$ cat config.mk
export PLATFORM = sky130hd
export DESIGN_NAME = spi_master
export DESIGN_NICKNAME = d
export VERILOG_FILES = /design/src/rtl/spi_master.sv
export SDC_FILE = /design/constraint.sdc
export NUM_CORES = 1
export LEC_CHECK = 0
export BUFFER_PORTS_ARGS = -buffer_cell sky130_fd_sc_hd__buf_4
export CAP_MARGIN = 10
export CORE_ASPECT_RATIO = 0.9
export CORE_MARGIN = 3
export CORE_UTILIZATION = 59
export CTS_BUF_LIST = sky130_fd_sc_hd__clkbuf_8 sky130_fd_sc_hd__clkbuf_16
export DETAILED_ROUTE_END_ITERATION = 6
export PLACE_DENSITY = 0.82
export SLEW_MARGIN = 30
export SYNTH_ARGS = -nofsm -noshare
export SYNTH_HDL_FRONTEND = slang
export SYNTH_SLANG_ARGS = --single-unit
$ cat constraint.sdc
create_clock -name clk -period 3.8 [get_ports clk]
set_input_delay 0.57 -clock clk [delete_from_list [all_inputs] [get_ports clk]]
set_output_delay 0.57 -clock clk [all_outputs]
set_load 0.005 [all_outputs]
$ cat src/rtl/spi_master.sv
// spi_master: single-byte SPI master, all four CPOL/CPHA modes; define SPIM_LOOPBACK_EN to sample the registered mosi instead of miso; ports clk/reset, start/cpol/cpha/tx_data in, miso in, sclk/ss_n/mosi out, busy/rx_valid/rx_data out
module spi_master #(
  parameter int CLK_DIV = 4,
  parameter int DATA_W  = 8
) (
  input  logic              clk,
  input  logic              reset,
  input  logic              start,
  input  logic              cpol,
  input  logic              cpha,
  input  logic [DATA_W-1:0] tx_data,
  input  logic              miso,
  output logic              sclk,
  output logic              ss_n,
  output logic              mosi,
  output logic              busy,
  output logic              rx_valid,
  output logic [DATA_W-1:0] rx_data
);
  localparam int CW = (CLK_DIV > 1) ? $clog2(CLK_DIV) : 1;
  localparam int EW = $clog2(2 * DATA_W);
  typedef enum logic [2:0] {IDLE, SETUP, XFER, HOLD, DONE} state_t;
  state_t state_q;
  logic [CW-1:0] cnt_q;
  logic [EW-1:0] edge_q;
  logic cpha_q, sclk_q, ss_n_q, mosi_q, busy_q, rx_valid_q;
  logic [DATA_W-1:0] tx_q, rx_q, rx_data_q;
  logic div_end, samp, shft, sin;
  always_comb begin
    div_end = cnt_q == CW'(CLK_DIV - 1);
    samp = div_end && (edge_q[0] == cpha_q);
    shft = div_end && (edge_q[0] != cpha_q) && (edge_q != EW'(2 * DATA_W - 1));
`ifdef SPIM_LOOPBACK_EN
    sin = mosi_q;
`else
    sin = miso;
`endif
  end
  always_ff @(posedge clk) begin
    if (reset) begin
      state_q    <= IDLE;
      cnt_q      <= '0;
      edge_q     <= '0;
      cpha_q     <= 1'b0;
      sclk_q     <= 1'b0;
      ss_n_q     <= 1'b1;
      mosi_q     <= 1'b0;
      busy_q     <= 1'b0;
      rx_valid_q <= 1'b0;
      tx_q       <= '0;
      rx_q       <= '0;
      rx_data_q  <= '0;
    end else begin
      rx_valid_q <= 1'b0;
      cnt_q <= (state_q == IDLE || div_end) ? '0 : cnt_q + 1'b1;
      case (state_q)
        IDLE: begin
          sclk_q <= cpol;
          if (start) begin
            state_q <= SETUP;
            ss_n_q  <= 1'b0;
            busy_q  <= 1'b1;
            cpha_q  <= cpha;
            edge_q  <= '0;
            // CPHA=0 presents the first bit before the first edge
            mosi_q  <= cpha ? mosi_q : tx_data[DATA_W-1];
            tx_q    <= cpha ? tx_data : tx_data << 1;
          end
        end
        SETUP: state_q <= div_end ? XFER : SETUP;
        XFER: begin
          if (div_end) begin
            sclk_q  <= ~sclk_q;
            edge_q  <= edge_q + 1'b1;
            state_q <= (edge_q == EW'(2 * DATA_W - 1)) ? HOLD : XFER;
          end
          if (samp) rx_q <= {rx_q[DATA_W-2:0], sin};
          if (shft) begin
            mosi_q <= tx_q[DATA_W-1];
            tx_q   <= tx_q << 1;
          end
        end
        HOLD: begin
          if (div_end) begin
            state_q    <= DONE;
            rx_valid_q <= 1'b1;
            rx_data_q  <= rx_q;
          end
        end
        DONE: begin
          state_q <= IDLE;
          ss_n_q  <= 1'b1;
          busy_q  <= 1'b0;
        end
        default: state_q <= IDLE;
      endcase
    end
  end
  assign sclk     = sclk_q;
  assign ss_n     = ss_n_q;
  assign mosi     = mosi_q;
  assign busy     = busy_q;
  assign rx_valid = rx_valid_q;
  assign rx_data  = rx_data_q;
endmodule

# [Word level (Yosys, flattened, before mapping)]
# Cells that the tools add are included.
[word_totals] reg_bits=39 input_bits=14
[classes] n_addsub=2 n_eq_ne=14 muxes=24 bitwise_logic=2 n_reduce_logical=18
[ops] cell="8-bit two-way mux" count=3
[ops] cell="8-bit one-hot mux with 2 select lines" count=1
[ops] cell="3-bit one-hot mux with 4 select lines" count=1
[ops] cell="2-bit inequality test, second input constant" count=5
[ops] cell="2-bit AND reduction" count=5
[ops] cell="3-bit two-way mux" count=3
[ops] cell="3-bit AND reduction" count=3
[ops] cell="1-bit two-way mux" count=8
[ops] cell="4-bit two-way mux" count=2
[ops] cell="1-bit one-hot mux with 2 select lines" count=4
[ops] cell="4-bit one-hot mux with 2 select lines" count=1
[ops] cell="3-bit by 2-bit == test with 1-bit output, second input constant" count=2
[ops] cell="4-bit by 1-bit adder with 4-bit output, second input constant" count=1
[ops] cell="4-bit == test, second input constant" count=1
[ops] cell="4-bit inequality test, second input constant" count=1
[ops] cell="4-bit AND reduction" count=1
[ops] cell="2-bit nonzero test" count=2
[ops] cell="2-bit OR reduction" count=2
[ops] cell="3-bit by 1-bit == test with 1-bit output, second input constant" count=1
[ops] cell="3-bit == test, second input constant" count=1
[ops] cell="1-bit logical AND" count=3
[ops] cell="3-bit logical NOT" count=1
[ops] cell="2-bit by 1-bit adder with 2-bit output, second input constant" count=1
[ops] cell="2-bit == test, second input constant" count=1
[ops] cell="other kinds (5)" count=6

# [Longest topological paths before layout]
# Gate-level depths: netlist (run 1).
[depth] depth_word=5 depth_mapped=6 mapped_depth_nobuf=5

# [Worst setup path after synthesis (run 1)]
# No wires, ideal clock.
[synth_timing] path_type="register to register" startpoint="register state_q[2]" endpoint="register tx_q[6]" setup_ps=71 arrival_ps=1594 required_ps=3729 setup_slack_ps=2136 stages_incl_launch_ff=7 path_cell_list="dfxtp_1 -> buf_2 -> nor3b_4 -> a41oi_4 -> buf_6 -> a211o_1 -> a21oi_1"
[synth_between] elab_chain_cells=3
[synth_rtl] item="from (decl)" line="23" text="state_t state_q;"
[synth_rtl] item="from (signal assigned)" line="70" text="SETUP: state_q <= div_end ? XFER : SETUP;"
[synth_rtl] item="from (signal assigned)" line="75" text="state_q <= (edge_q == EW'(2 * DATA_W - 1)) ? HOLD : XFER;"
[synth_rtl] item="3-bit by 2-bit == test with 1-bit output / 3-bit logical NOT (equally long branches)" line="56" text="case (state_q)"
[synth_rtl] item="2-bit inequality test (no line) / 2-bit nonzero test (equally long branches)"
[synth_rtl] item="3-bit AND reduction (no line)"
[synth_rtl] item="to (signal assigned)" line="67" text="tx_q <= cpha ? tx_data : tx_data << 1;"
[synth_rtl] item="to (signal assigned)" line="80" text="tx_q <= tx_q << 1;"
[synth_rtl] item="to (decl)" line="27" text="logic [DATA_W-1:0] tx_q, rx_q, rx_data_q;"
# Several ways; a longest one is shown, not always the timed one.
# A chain may end at the register's enable or synchronous reset.

# [Worst setup path after layout (run 1)]
[layout_timing] startpoint="register state_q[1]" endpoint="register tx_q[4]"
# The elaborated chain is that of the path after synthesis.

==> impl_metrics.toml, run 1 <==
[status]
status = "completed"

[sta]
rsz0062_at_grt = "no"
slew_violations = 0
min_period_over_period = 0.613
finalSetupTns_ns = 0
final_hold_viol_count = 0
max_slew_margin = 0.456
setup_ws_ns = 1.47
worst_pin_slew_ns = 0.815
min_period_ns = 2.33
fmax_ghz = 0.429
clock-skew-final_ns = 0.00861
setup_viol = 0

[logic_synthesis]
seq_area_frac_synth = 0.445
yosys_warnings = 0
synth.area.top_cells = "dfxtp_1, a21oi_1, mux2i_1"
synthArstFlopShare = 0
synth_most_common_cell = "dfxtp_1"
syn_area_mm2 = 0.00175
ys_seq_elements = 39
syn_inst = 199
synth_common_cells = "dfxtp_1, nand2_1, a21oi_1"
synth_edf_count = 0
synth_nets = 216
yosysTopAreaCell = "dfxtp_1"
netlist.area_leader.share = 0.445
synth_cell_type_count = 36
ys.flop_type = "dfxtp_1"
synth_area_per_cell_um2 = 8.81

[global_route]
grt_pass1_wl_mm = 6.07
grt_overflow = 0
antenna_found_initial = 0
grt_max_degree = 40
grtUsageTotal = 0.208
grt_pass1_vias = 1347

[worst_setup_path]
endpoint_kind = "register"
critPathSlowestCell = "nor3b_4"
cp_cell_sequence = "nor3b_4, a41oi_4, a211o_1, a21oi_1"
cp_num_buf_inv = 0
worstSetupPathType = "reg -> reg"
rrSetupSlack_ns = 1.47
r2r-end = "tx_q[4]"
cp.arrival_ns = 2.55
crit_family = "compound AO/OA/AOI/OAI gates"
cp_max_fo = 19
slowest_delay_ns = 0.77
r2r_cells = 4
required_ns = 4.02
worstSetupStartpointType = "register"
reg2reg_from = "state_q[1]"

[clock_tree]
cts_buffers = 5
cts_tree = "built"
cts_root_buf = "clkbuf_8"
cts_setup_buffers = 0
ctsResizeCount = 0
clk_latency_ns = 0.29
ctsLongestPathBuffers = 2
cts_sinks = 39
cts_hold_buf = 0
clk_pin_slew_ns = 0.07
htree_levels = 2

[power]
powerDensity_mw_per_mm2 = 411
p_leak_nw = 0.837
power.total_mw = 0.846
peakVddDrop_uv = 326

[floorplan]
die_area_mm2 = 0.00366
die_w_um = 63.5
core_mm2 = 0.00279
die_y_um = 57.7
start_util = 0.628
io_pins = 27
rows = 18

[finish]
fillCellCount = 221
drive_above_1_share = 0.181
final_nets = 237
diodes = 0
areaGrowthSynthToFinish_pct = 17.2
fin_util = 0.736
multi_input_area_um2 = 878
final_cell_count_no_fill = 261
regArea_um2 = 781

[hold_path]
whs_path_depth = 2
min_to = "rx_data[7]"
hold_start = "rx_q[7]"
hp-class = "reg -> reg"

[drt]
drtAntennaViolNets = 0
routed_wl_mm = 3.58
drc = 0
routedWlPerCell_um = 13.7
num_vias = 1435
drt_iter0_drc = 99
via_per_inst = 5.50
drt_pass1_iterations = 4

[place]
pre_cts_slack_ns = 1.56
place_congestion = 0.776
port_buffers = 26
place_inst = 253
hpwl_mm = 2.39

[job]
drv_cap = 0
==> cell usage in the layout (no fill, tap or decap), drive strengths merged, types with 2 or more instances in the layout <==
| cell | netlist | layout |
|---|---|---|
| dfxtp | 39 | 39 |
| nand2 | 29 | 29 |
| buf | 7 | 26 |
| a21oi | 22 | 22 |
| nor2 | 17 | 17 |
| mux2i | 11 | 11 |
| inv | 9 | 9 |
| a211oi | 8 | 8 |
| nor2b | 7 | 7 |
| a211o | 7 | 7 |
| nor3 | 6 | 6 |
| clkbuf | 5 | 6 |
| nand3 | 5 | 5 |
| nand2b | 3 | 3 |
| xor2 | 3 | 3 |
| ha | 3 | 3 |
| or2 | 2 | 2 |
| nor4b | 2 | 2 |
==> flip-flops by register name, summed over array words and instances (netlist names) <==
name	count
rx_q	8
edge_q	4
cnt_q	2
rx_valid	1
cpha_q	1
state_q	3
mosi	1
tx_q	8
busy	1
sclk	1
ss_n	1
rx_data	8
==> routing by layer <==
metal,share of wire,vias to the layer above,wire [um],global-route usage
li1,-,726,-,-
met1,0.44,676,1580,0.248
met2,0.51,29,1830,0.368
met3,0.040,4,144,0.0640
met4,0.0070,0,25,0.0554
met5,0,-,0,0
==> cell type report <==
cell class | instances | share of cell area
multi-input combinational | 139 | 0.427
clock buffer | 6 | 0.0402
tap | 40 | 0.0243
sequential | 39 | 0.380
timing repair buffer | 26 | 0.0949
clock inverter | 2 | 0.0170
inverter | 9 | 0.0164
==> how the worst max path moves through the flow <==
stage | cells after the start | start | to
6_report | 4 | state_q[1] | tx_q[4]
3_5_place_dp | 4 | state_q[1] | tx_q[2]
3_3_place_gp | 4 | state_q[1] | tx_q[5]
5_1_grt | 4 | state_q[1] | tx_q[5]
4_1_cts | 4 | state_q[1] | tx_q[5]
2_1_floorplan | 6 | state_q[2] | tx_q[6]
==> power breakdown <==
part           internal [mW]  switching, mW  leakage (nW)
combinational         0.0317         0.0337         0.460
clock                  0.212          0.141        0.0612
sequential             0.419        0.00858         0.317
total                  0.663          0.183         0.837
==> per-stage QoR <==
stage	cell area (um2)	hold WS (ns)
2_1_floorplan	1750	0.432
3_3_place_gp	1940	0.439
3_5_place_dp	1940	0.446
4_1_cts	2060	0.457
5_1_grt	2060	0.478
6_report	2060	0.455
==> cells by family after synthesis <==
kind of cell               Yosys count  synth area share
AOI/OAI and AO/OA                   43             0.170
xor gates and xnor gates             3            0.0150
adders and majority gates            3            0.0214
buffers and inverters               21            0.0542
DFF                                 39             0.445
muxes                               12            0.0692
and+or+nand+nor                     78             0.225
==> worst min-delay path, stage by stage (launching register included) <==
cell	delay, ns
dfxtp_1	0.31
nand2_1	0.05
a21oi_1	0.05
(Power assumes the default switching activity.)
==> run 2: changes to the inputs <==
Settings changed: CORE_UTILIZATION 59 to 55, PLACE_DENSITY 0.82 to 0.78.
Clock period 3.8 ns to 2.3 ns, I/O delays scaled along.
==> impl_metrics.toml, run 2 (synthesized netlist as in run 1, its figures left out) <==
[status]
status = "completed"

[finish]
layout_common_cells = "dfxtp_1, nand2_1, buf_4"
final_area_mm2 = 0.00204
areaGrowthSynthToFinish_pct = 16.5
diodes = 0
final_nets = 238
final_common_cell = "dfxtp_1"
fillCellCount = 242
drive_above_1_share = 0.185

[floorplan]
core_mm2 = 0.00288
rows = 18
start_util = 0.609
die_area_mm2 = 0.00390
die_w_um = 65.5
io_pins = 27
die_y_um = 59.6

[sta]
slew_violations = 0
fmax_ghz = 0.534
setup_viol = 0
finalSetupTns_ns = 0
min_period_ns = 1.87
max_slew_margin = 0.636
min_period_over_period = 0.814
finalHoldWorstSlack_ns = 0.294
rsz0062_at_grt = "no"
final_hold_viol_count = 0
clock-skew-final_ns = 0.00299
worst_pin_slew_ns = 0.544

[worst_setup_path]
worstSetupPathType = "reg -> reg"
cp.arrival_ns = 2.04
required_ns = 2.47
reg2reg_from = "state_q[1]"
cp_max_fo = 10
endpoint_kind = "register"
worstSetupStartpointType = "register"
crit_start = "state_q[1]"

[clock_tree]
htree_levels = 2
ctsLongestPathBuffers = 2
clk_latency_ns = 0.29
cts_hold_buf = 0
cts_sinks = 39
ctsResizeCount = 0
cts_buffers = 5
cts_tree = "built"
cts_setup_buffers = 0
clk_pin_slew_ns = 0.08
cts_root_buf = "clkbuf_8"

[global_route]
grt_pass1_vias = 1366
grt_overflow = 0
grtUsageTotal = 0.192
antenna_found_initial = 0
grt_pass1_wl_mm = 5.83
grt_max_degree = 40

[place]
place_area_mm2 = 0.00195
hpwl_mm = 2.40
port_buffers = 26
place_congestion = 0.723

[power]
p_leak_nw = 0.829
peakVddDrop_uv = 518
powerDensity_mw_per_mm2 = 636

[drt]
drtAntennaViolNets = 0
drt_iter0_drc = 83
num_vias = 1417
drt_pass1_iterations = 4
drc = 0
via_per_inst = 5.41
routedWlPerCell_um = 13.0
routed_wl_mm = 3.42

[hold_path]
hold_start = "miso"
hp-class = "in -> reg"

[job]
drv_cap = 0
## run 2: changes by cell type in the layout (fill, tap and decap cells not counted), sizes merged
| cell | delta |
|---|---|
| buf | +1 |
| bufinv | -1 |
| clkinvlp | +1 |
## run 2: final timing paths
kind / endpoint / slack, ns / depth (start not counted)
min reg2reg: tx_q[6] / 0.45 / 2
max reg2reg: rx_q[1] / 0.43 / 4
min: rx_q[0] / 0.29 / 3
max: rx_q[1] / 0.43 / 4
## run 2: per-layer routing
layer	wire length [um]	GRT usage	share of wire	vias up
met5	0	0	0	-
met4	19	0.0533	0.0056	0
met3	131	0.0531	0.038	2
met2	1690	0.336	0.49	28
met1	1570	0.232	0.46	655
li1	-	-	-	732
## run 2: worst max-delay path, cell delays in order (launching register included)
cell and delay, ns:
dfxtp_1 0.54, nand2b_1 0.19, or4_1 0.73, mux2i_1 0.23, nor2_1 0.06
## run 2: where the power goes
part           total [mW]  switching, mW  internal, mW
Sequential          0.704         0.0128         0.691
Combinational       0.107         0.0543        0.0523
Clock               0.489          0.244         0.245
Total                1.30          0.311         0.988
## run 2: final cells by class
type	count	area, um2	area share
multi-input cells	139	878	0.430
inverters	9	33.8	0.0165
well taps	40	50.0	0.0245
flip-flops and latches	39	781	0.382
clock inverters	2	16.3	0.00796
clock buffers	6	82.6	0.0404
repair buffers	27	203	0.0991
## run 2: through the flow
step                worst slack (ns)  instances  power [mW]  utilization
finish                         0.428        262        1.30        0.709
global route                   0.267        262        1.36        0.709
CTS                            0.422        262        1.31        0.709
detailed placement             0.439        254       0.827        0.675
global placement               0.528        254       0.822        0.675
floorplan                      0.636        199       0.789            -
